`src/rtl/prng_pkg.sv`:
```
// Shared constants, enums and seed helpers for the PRNG bank.
package prng_pkg;

  localparam logic [31:0] DEFAULT_SEED = 32'h14784518;
  localparam logic [31:0] GOLDEN       = 32'h9E3779B9;

  typedef enum logic [1:0] {
    PRNG_LFSR = 2'd0,
    PRNG_R30  = 2'd1,
    PRNG_R149 = 2'd2
  } prng_mode_e;

  typedef enum logic {
    WARM = 1'b0,
    RUN  = 1'b1
  } prng_state_e;

  // Reset seed of generator g, before truncation to the word width.
  function automatic logic [31:0] gen_seed(input int unsigned g);
    return DEFAULT_SEED ^ (32'(g) * GOLDEN);
  endfunction

  // Generators cycle through LFSR, Rule 30, Rule 149.
  function automatic prng_mode_e gen_mode(input int unsigned g);
    return prng_mode_e'(2'(g % 3));
  endfunction

endpackage

```
`src/rtl/prng_bank_if.sv`:
```
// Seed-write and random-word stream bundle; master is the consumer side, slave is the bank.
interface prng_bank_if #(
  parameter int unsigned N       = 32,
  parameter int unsigned NUM_GEN = 6
);
  localparam int unsigned IW = $clog2(NUM_GEN);

  logic          seed_valid;
  logic          seed_ready;
  logic [IW-1:0] seed_idx;
  logic [N-1:0]  seed_data;
  logic          out_valid;
  logic          out_ready;
  logic [N-1:0]  out_data;
  logic          lockup_fix;

  modport master (
    output seed_valid, seed_idx, seed_data, out_ready,
    input  seed_ready, out_valid, out_data, lockup_fix
  );

  modport slave (
    input  seed_valid, seed_idx, seed_data, out_ready,
    output seed_ready, out_valid, out_data, lockup_fix
  );
endinterface

```
`src/rtl/prng_cell.sv`:
```
// One generator: LFSR, Rule 30 or Rule 149 automaton with load and zero-state recovery.
module prng_cell
  import prng_pkg::*;
#(
  parameter int unsigned N          = 32,
  parameter prng_mode_e  MODE       = PRNG_LFSR,
  parameter logic [N-1:0] TAPS      = '1,
  parameter logic [N-1:0] RESET_SEED = '1
) (
  input  logic         clk,
  input  logic         reset_n,
  input  logic         step,
  input  logic         load,
  input  logic [N-1:0] load_data,
  output logic [N-1:0] state,
  output logic         zero_fix
);

  // All-zero is a fixed point for LFSR and Rule 30 only; Rule 149 leaves it by itself.
  localparam logic ZERO_STUCK = (MODE != PRNG_R149);

  logic [N+1:0] pad_c;
  logic [N-1:0] next_c;

  assign pad_c = {1'b0, state, 1'b0};

  // One update step; pad_c supplies the 0 boundary cells (left = i+2, centre = i+1, right = i).
  always_comb begin
    next_c = state;
    if (MODE == PRNG_LFSR) begin
      next_c = {state[N-2:0], ^(state & TAPS)};
    end else begin
      for (int i = 0; i < N; i++) begin
        if (MODE == PRNG_R30)
          next_c[i] = pad_c[i+2] ^ (pad_c[i+1] | pad_c[i]);
        else
          next_c[i] = ~((pad_c[i+2] & pad_c[i+1]) ^ pad_c[i]);
      end
    end
  end

  // State register: load beats lockup recovery, which beats stepping.
  always_ff @(posedge clk or negedge reset_n) begin
    if (!reset_n) begin
      state    <= RESET_SEED;
      zero_fix <= 1'b0;
    end else begin
      zero_fix <= 1'b0;
      if (load) begin
        state <= load_data;
      end else if (ZERO_STUCK && (state == '0)) begin
        state    <= RESET_SEED;
        zero_fix <= 1'b1;
      end else if (step) begin
        state <= next_c;
      end
    end
  end

endmodule

```
`src/rtl/prng_bank.sv`:
```
// Bank of parallel generators with tap-bit priority selection, warm-up and ready/valid output.
module prng_bank
  import prng_pkg::*;
#(
  parameter int unsigned N         = 32,
  parameter int unsigned NUM_GEN   = 6,
  parameter int unsigned WARMUP    = 8,
  parameter logic [63:0] LFSR_TAPS = 64'h80200003
) (
  input logic        clk,
  input logic        reset_n,
  prng_bank_if.slave bus
);

  localparam int unsigned  CW        = 8;
  localparam logic [CW-1:0] WARM_LAST = CW'(WARMUP - 1);

  logic [N-1:0]       gen     [NUM_GEN];
  logic [N-1:0]       gen_nxt [NUM_GEN];
  logic [NUM_GEN-1:0] sel_c;
  logic [NUM_GEN-1:0] zero_fix;
  logic [N-1:0]       cand_c;
  logic               seed_hs_c;
  logic               step_c;
  logic               load_out_c;

  prng_state_e   state, state_d;
  logic [CW-1:0] cnt, cnt_d;

  // Accepted seed write that targets an existing generator.
  assign seed_hs_c = bus.seed_valid && bus.seed_ready && (32'(bus.seed_idx) < NUM_GEN);

  for (genvar g = 0; g < NUM_GEN; g++) begin : g_gen
    localparam logic [N-1:0] SEED_G = N'(gen_seed(g));
    localparam int unsigned  NXT    = (g + 1) % NUM_GEN;
    localparam int unsigned  BA     = (7 * g + 3) % N;
    localparam int unsigned  BB     = (11 * g + 5) % N;

    prng_cell #(
      .N          (N),
      .MODE       (gen_mode(g)),
      .TAPS       (N'(LFSR_TAPS)),
      .RESET_SEED (SEED_G)
    ) u_cell (
      .clk       (clk),
      .reset_n   (reset_n),
      .step      (step_c),
      .load      (seed_hs_c && (32'(bus.seed_idx) == 32'(g))),
      .load_data ((bus.seed_data == '0) ? SEED_G : bus.seed_data),
      .state     (gen[g]),
      .zero_fix  (zero_fix[g])
    );

    assign sel_c[g]   = gen[g][BA] ^ gen[NXT][BB];
    assign gen_nxt[g] = gen[NXT];
  end

  // Lowest set select bit k picks gen[k+1]; none set falls back to the last generator.
  always_comb begin
    cand_c = gen[NUM_GEN-1];
    for (int k = NUM_GEN - 1; k >= 0; k--) begin
      if (sel_c[k]) cand_c = gen_nxt[k];
    end
  end

  // FSM state and warm-up counter.
  always_ff @(posedge clk or negedge reset_n) begin
    if (!reset_n) begin
      state <= WARM;
      cnt   <= '0;
    end else begin
      state <= state_d;
      cnt   <= cnt_d;
    end
  end

  // Next state, generator step enable and output-load strobe; a seed write restarts warm-up.
  always_comb begin
    state_d    = state;
    cnt_d      = cnt;
    step_c     = 1'b0;
    load_out_c = 1'b0;
    case (state)
      WARM: begin
        step_c = 1'b1;
        if (cnt == WARM_LAST) state_d = RUN;
        else                  cnt_d   = cnt + CW'(1);
      end
      RUN: begin
        step_c     = !bus.out_valid || bus.out_ready;
        load_out_c = step_c;
      end
      default: state_d = WARM;
    endcase
    if (seed_hs_c) begin
      state_d    = WARM;
      cnt_d      = '0;
      load_out_c = 1'b0;
    end
  end

  // Output word register and seed-port readiness.
  always_ff @(posedge clk or negedge reset_n) begin
    if (!reset_n) begin
      bus.out_valid  <= 1'b0;
      bus.out_data   <= '0;
      bus.seed_ready <= 1'b0;
    end else begin
      bus.seed_ready <= 1'b1;
      if (seed_hs_c) begin
        bus.out_valid <= 1'b0;
      end else if (load_out_c) begin
        bus.out_valid <= 1'b1;
        bus.out_data  <= cand_c;
      end
    end
  end

  assign bus.lockup_fix = |zero_fix;

endmodule

```
`src/flat_wrapper.sv`:
```
// flat-port wrapper written by rule: the top's interface ports become plain ports
module prng_bank_flat import prng_pkg::*;
#(
  parameter int unsigned N         = 32,
  parameter int unsigned NUM_GEN   = 6,
  parameter int unsigned WARMUP    = 8,
  parameter logic [63:0] LFSR_TAPS = 64'h80200003
)
  (clk, reset_n, bus_seed_valid, bus_seed_idx, bus_seed_data, bus_out_ready, bus_seed_ready, bus_out_valid, bus_out_data, bus_lockup_fix);
  prng_bank_if #(.N(N), .NUM_GEN(NUM_GEN)) bus_i ();
  input logic clk;
  input logic reset_n;
  input wire logic [$bits(bus_i.seed_valid)-1:0] bus_seed_valid;
  input wire logic [$bits(bus_i.seed_idx)-1:0] bus_seed_idx;
  input wire logic [$bits(bus_i.seed_data)-1:0] bus_seed_data;
  input wire logic [$bits(bus_i.out_ready)-1:0] bus_out_ready;
  output wire logic [$bits(bus_i.seed_ready)-1:0] bus_seed_ready;
  output wire logic [$bits(bus_i.out_valid)-1:0] bus_out_valid;
  output wire logic [$bits(bus_i.out_data)-1:0] bus_out_data;
  output wire logic [$bits(bus_i.lockup_fix)-1:0] bus_lockup_fix;
  assign bus_i.seed_valid = bus_seed_valid;
  assign bus_i.seed_idx = bus_seed_idx;
  assign bus_i.seed_data = bus_seed_data;
  assign bus_i.out_ready = bus_out_ready;
  assign bus_seed_ready = bus_i.seed_ready;
  assign bus_out_valid = bus_i.out_valid;
  assign bus_out_data = bus_i.out_data;
  assign bus_lockup_fix = bus_i.lockup_fix;
  prng_bank #(.N(N), .NUM_GEN(NUM_GEN), .WARMUP(WARMUP), .LFSR_TAPS(LFSR_TAPS)) u_core (.clk(clk), .reset_n(reset_n), .bus(bus_i));
endmodule
```
`config.mk`:
```
export PLATFORM = sky130hd
export DESIGN_NAME = prng_bank_flat
export DESIGN_NICKNAME = d
export VERILOG_FILES = /design/src/rtl/prng_pkg.sv /design/src/rtl/prng_bank_if.sv /design/src/rtl/prng_cell.sv /design/src/rtl/prng_bank.sv /design/src/flat_wrapper.sv
export SDC_FILE = /design/constraint.sdc
export NUM_CORES = 1
export LEC_CHECK = 0
export CAP_MARGIN = 20
export CORE_MARGIN = 3
export CORE_UTILIZATION = 45
export DETAILED_ROUTE_END_ITERATION = 16
export HOLD_SLACK_MARGIN = 0.15
export PLACE_DENSITY_LB_ADDON = 0.12
export SYNTH_ARGS = -nofsm -noshare
export SYNTH_HDL_FRONTEND = slang
export SYNTH_SLANG_ARGS = --single-unit
```
`constraint.sdc`:
```
create_clock -name clk -period 2.85 [get_ports clk]
set_input_delay 0.57 -clock clk [delete_from_list [all_inputs] [get_ports clk]]
set_output_delay 0.57 -clock clk [all_outputs]
set_load 0.02 [all_outputs]
```
-- Word level (Yosys, flattened, before mapping)
Cells that the tools add are included.
- output and inout port bits: 35
- bits in registers: 239
- input bits: 39
- logic and storage cells: 418
- bitwise gates (word level): 318
- $add $sub $neg: 1
- order comparisons: 1
- reductions and logical operators: 28
- muxes and demuxes: 47
- equal/unequal tests: 8
- operators with widths (cell ; number):
    $mux W32 ; 28
    $logic_not A32 Y1 ; 5
    $xor A1 B1 Y1 ; 128
    $not A1 Y1 ; 66
    $reduce_xor A32 Y1 ; 2
    $and A1 B1 Y1 ; 62
    $or A1 B1 Y1 ; 62
    $mux W8 ; 3
    $mux W1 ; 15
    $reduce_bool A3 Y1 ; 4
    $add A8 B1 Y8 const B ; 1
    $eq A8 B3 Y1 const B ; 1
    $logic_and A1 B1 Y1 ; 8
    $eq A3 B2 Y1 const B ; 2
    $eq A3 B3 Y1 const B ; 2
    $reduce_bool A2 Y1 ; 3
    $ne A2 B1 Y1 const B ; 2
    $reduce_and A2 Y1 ; 2
    $reduce_or A4 Y1 ; 1
    $eq A3 B1 Y1 const B ; 1
    $logic_not A3 Y1 ; 1
    $lt A3 B3 Y1 const B ; 1
    $pmux W1 S2 ; 1
    $logic_not A1 Y1 ; 1
    $logic_or A1 B1 Y1 ; 1

-- Depth between registers and ports, before layout
- depth after elaboration: 7
- depth in mapped cells: 9
- mapped depth without buffers: 7

-- Modules after synthesis
A second synthesis with hierarchy kept.
- cell total of the unflattened synthesis: 1742
- area total of the unflattened synthesis: 16334.4 sq um
- modules (own cells, without submodules) (module ; area each (sq um) ; cells an instance ; sequential area each (sq um) ; instances):
    prng_bank ; 3698.5 ; 470 ; 1076.0 ; 1
    prng_cell (u_core.g_gen[2].u_cell) ; 2373.5 ; 236 ; 818.3 ; 1
    prng_cell (u_core.g_gen[5].u_cell) ; 2372.3 ; 236 ; 817.0 ; 1
    prng_cell (u_core.g_gen[1].u_cell) ; 2228.4 ; 249 ; 844.6 ; 1
    prng_cell (u_core.g_gen[4].u_cell) ; 2165.8 ; 234 ; 848.3 ; 1
    prng_cell (u_core.g_gen[3].u_cell) ; 1800.5 ; 157 ; 847.1 ; 1
    prng_cell (u_core.g_gen[0].u_cell) ; 1695.4 ; 160 ; 839.6 ; 1

-- Worst setup path before layout
Ideal clock, no wire load.
- path type: input to register
- start point: input port bus_seed_data[5]
- end point: register u_core.g_gen[2].u_cell.state[5]
- stages on the path: 8
- data required time: 2.775 ns
- data arrival time: 1.977 ns
- setup time: 0.075 ns
- setup slack: 0.798 ns
- path buffers: 3
- cell sequence: buf_2 -> nor4_1 -> nand4_1 -> or2_1 -> buf_2 -> nand2b_1 -> buf_4 -> a2bb2oi_1
- word-level cells in the longest chain between the ends: 3
- ends and longest elaborated chain (what ; RTL line ; RTL):
    from (decl) ; flat_wrapper.sv:15 ; input wire logic [$bits(bus_i.seed_data)-1:0] bus_seed_data;
    $logic_not A32 Y1 ; prng_bank.sv:49 ; .load_data ((bus.seed_data == '0) ? SEED_G : bus.seed_data),
    $mux W32 * ; prng_bank.sv:49 ;
    $mux W32 * ; prng_cell.sv:49 ; if (load) begin
    to (signal assigned) ; prng_cell.sv:50 ; state <= load_data;
    to (signal assigned) ; prng_cell.sv:55 ; state <= next_c;
    to (decl) ; prng_cell.sv:15 ; output logic [N-1:0] state,
Every way passes the cells marked *; elsewhere a longest branch is shown, timed or not.
A chain may end at the register's enable or synchronous reset.

-- Worst setup path after layout
- start point: register u_core.g_gen[3].u_cell.zero_fix
- end point: output port bus_lockup_fix
- word-level cells in the longest chain between the ends: 1
- ends and longest elaborated chain (what ; RTL line ; RTL):
    from (decl) ; prng_cell.sv:16 ; output logic zero_fix
    from (signal assigned) ; prng_cell.sv:46 ; zero_fix <= 1'b0;
    from (signal assigned) ; prng_cell.sv:48 ; zero_fix <= 1'b0;
    from (signal assigned) ; prng_cell.sv:53 ; zero_fix <= 1'b1;
    $reduce_or A4 Y1 ; prng_bank.sv:119 ; assign bus.lockup_fix = |zero_fix;
    to (decl) ; flat_wrapper.sv:20 ; output wire logic [$bits(bus_i.lockup_fix)-1:0] bus_lockup_fix;
No other way between the ends.

==> impl_metrics.yaml <==
run_status:
  outcome: "complete, no violations"
worst_setup_path:
  r2r-end: "u_core.g_gen[4].u_cell.state[9]"
  r2r_cells: 8
  setup.worst_path.class: "reg2out"
  required_ps: 2280
  r2r_start: "u_core.g_gen[4].u_cell.state[1]"
  cp-start-kind: "flip-flop"
  cp-startpoint: "u_core.g_gen[3].u_cell.zero_fix"
  r2r_setup_slack_ps: 290
  path_max_fanout: 1
  cp-end-kind: "output port"
  worstPathArrival_ps: 2110
synth:
  synth_area_um2: 14800
  synth-simple-area-share_pct: 16.5
  synth-async-reset-ratio_pct: 100
  syn_nets: 1837
  synthAdderAreaFrac_pct: 0.422
  synth_cells: 1793
  ys_warn_count: 0
  synth_top_family_by_area: "compound AO/OA/AOI/OAI gates"
  syn_area_per_cell_um2: 8.27
  synth.area.mux_share_pct: 1.54
  synth_flop_cell: "dfrtp_1"
  synth_compound_area_share_pct: 30.7
  ys_top_cells_by_count: "195 x nor2_1, 167 x o21ai_0, 151 x dfrtp_1, 143 x a21oi_1, 140 x clkbuf_1"
  synth_edf_count: 0
  ys_seq_area_share_pct: 41.1
  synth_top_area_share_pct: 25.5
  yosysMostFrequentCell: "nor2_1"
  synth_area_leaders: "dfrtp_1 25%, dfstp_2 16%, o21ai_0 5.6%, nor2_1 4.9%, a211oi_1 4.9%"
  synthDistinctLibCells: 71
  synth_top_area_cell: "dfrtp_1"
  synth_xor_area_share_pct: 2.90
  yosys_register_bits: 239
detailed_routing:
  firstDrtPassIters: 6
  drc: 0
  drt-vias-per-instance: 6.47
  wl_per_cell_um: 24.3
  antenna_left: 0
  drt-total-wl_um: 55600
  vias: 14800
  drt-initial-drc-count: 1900
pwr:
  vdd_drop_max_uv: 779
  finalPower_mw: 24.0
  leakage_nw: 6.95
  power.density_nw_per_um2: 1370
die:
  core_area_um2: 32000
  floorplan.die_area_um2: 35200
  ios: 74
  die_h_um: 187
  start_util_pct: 46.3
  rows: 65
  dieWidth_um: 187
sta:
  maxSlewHeadroom_pct: 25.2
  finalSetupTns_ps: 0
  setup_viol: 0
  fmax_ghz: 0.373
  worst_pin_slew_ps: 1120
  fin_crit_sh_pct: 94.0
  skew_ps: 13.7
  rsz0062_at_grt: "false"
  finalHoldViolations: 0
  finalCriticalPeriod_ps: 2680
  worst_hold_slack_ps: 487
  layout_setup_ws_ps: 171
  maxSlewViolCount: 0
clocking:
  cts_made_buffers: 29
  cts_tree: "done"
  clockBufferDepth: 3
  clkSlewWorstSetupHoldPaths_ps: 60
  clock-sinks: 239
  htreeDepth: 1
  clk_latency_ps: 560
  cts_root_buf: "clkbuf_16"
placement:
  place_hpwl_um: 39800
  place_ws_ps: -192
  portBuffers: 73
  gp_congestion: 0.967
layout:
  drive_gt1_share_pct: 16.3
  final_core_util_pct: 54.8
  area_growth_pct: 18.6
  num-fill-cells: 3023
  seq_area_um2: 6090
  antenna_cells: 0
  multi_input_area_um2: 7850
  fin_nets: 1876
global_routing:
  grt.overflow.total: 0
  grt_pass1_wl_um: 85400
  antenna_found_initial: 1
  grt_max_degree: 66
  grt_pass1_vias: 13800
  grt_use_total_pct: 30.8
worst_hold_path:
  hold_path_depth: 2
  holdPathEnd: "u_core.bus.out_data[6]"
  min_from: "u_core.bus.out_data[6]"
  min_path_type: "reg2reg"
job:
  drv_cap: 0
-- report_power, final --
part	switching (mW)	internal (mW)
combinational	6.61	5.20
clock	1.53	2.25
sequential	2.80	5.63
total	10.9	13.1
-- timing repair --
action,4_1_cts,5_1_grt
setup buffers,0,0
hold endpoints to repair,38,0
resized for setup,0,0
hold buffers,1,0
-- layer usage --
layer	share of wire [%]	routed length (um)	vias to the layer above	track usage, %
met3	8.5	4750	123	5.15
met4	3.0	1660	4	8.60
met5	0.054	30	-	0
met2	45	25100	732	48.3
li1	-	-	6669	-
met1	43	24100	7291	44.0
-- worst max-delay path, stage by stage, from the launching register on --
cell and delay, ps:
dfrtp_1 380, or4_1 600, clkdlybuf4s50_1 570
-- registers in the layout, indices dropped and copies added, names as in the netlist --
register,flops
u_core.state,1
u_core.g_gen.u_cell.state,192
u_core.bus.out_data,32
u_core.bus.out_valid,1
u_core.cnt,8
u_core.bus.seed_ready,1
u_core.g_gen.u_cell.zero_fix,4
-- cells by family (layout without fill, tap and decap cells) --
| logic type | count (synthesis) | count (layout) |
|---|---|---|
| other | 1 | 1 |
| adder cells (fa/ha/maj) | 5 | 5 |
| AO/OA/AOI/OAI | 691 | 691 |
| multiplexers | 22 | 22 |
| AND/OR/NAND/NOR | 538 | 538 |
| XOR/XNOR | 49 | 49 |
| buffers and inverters | 248 | 310 |
| flip-flops | 239 | 239 |
-- layout make-up --
| cell class | instances | area share (%) |
|---|---|---|
| inverters | 48 | 1.03 |
| repair buffers | 208 | 11.1 |
| well taps | 435 | 3.10 |
| multi-input cells | 1306 | 44.7 |
| clock inverters | 10 | 0.733 |
| clock buffers | 44 | 4.68 |
| flip-flops and latches | 239 | 34.7 |
-- worst max-delay path by stage --
stage | endpoint | slack (ps) | depth (start not counted)
6_report | bus_lockup_fix | 170 | 2
5_1_grt | bus_lockup_fix | 140 | 2
4_1_cts | bus_lockup_fix | 150 | 2
3_5_place_dp | u_core.g_gen[2].u_cell.state[9] | -190 | 8
3_3_place_gp | u_core.g_gen[0].u_cell.state[14] | -180 | 8
2_1_floorplan | u_core.g_gen[2].u_cell.state[5] | 800 | 8
-- stage by stage --
stage / cell area, um2 / cells
3_5_place_dp: 16600 / 2234
5_1_grt: 17600 / 2290
3_3_place_gp: 16600 / 2234
4_1_cts: 17600 / 2289
2_1_floorplan: 14800 / 1793
6_report: 17600 / 2290
-- layout by cell type, fill, tap and decap left out, types with 16 or more instances in the layout --
| cell type | instances |
|---|---|
| nor2_1 | 195 |
| o21ai_0 | 167 |
| dfrtp_1 | 151 |
| a21oi_1 | 143 |
| nand2_1 | 124 |
| buf_4 | 117 |
| a211oi_1 | 97 |
| nand3_1 | 92 |
| dfstp_2 | 88 |
| clkdlybuf4s50_1 | 72 |
| a2bb2oi_1 | 57 |
| nor3_1 | 52 |
| inv_1 | 48 |
| a31oi_1 | 43 |
| xnor2_1 | 33 |
| clkbuf_16 | 29 |
| a311oi_1 | 27 |
| o2bb2ai_1 | 26 |
| nor4_1 | 23 |
| a21o_1 | 22 |
| o21a_1 | 21 |
| buf_12 | 16 |
(Power assumes the default switching activity.)
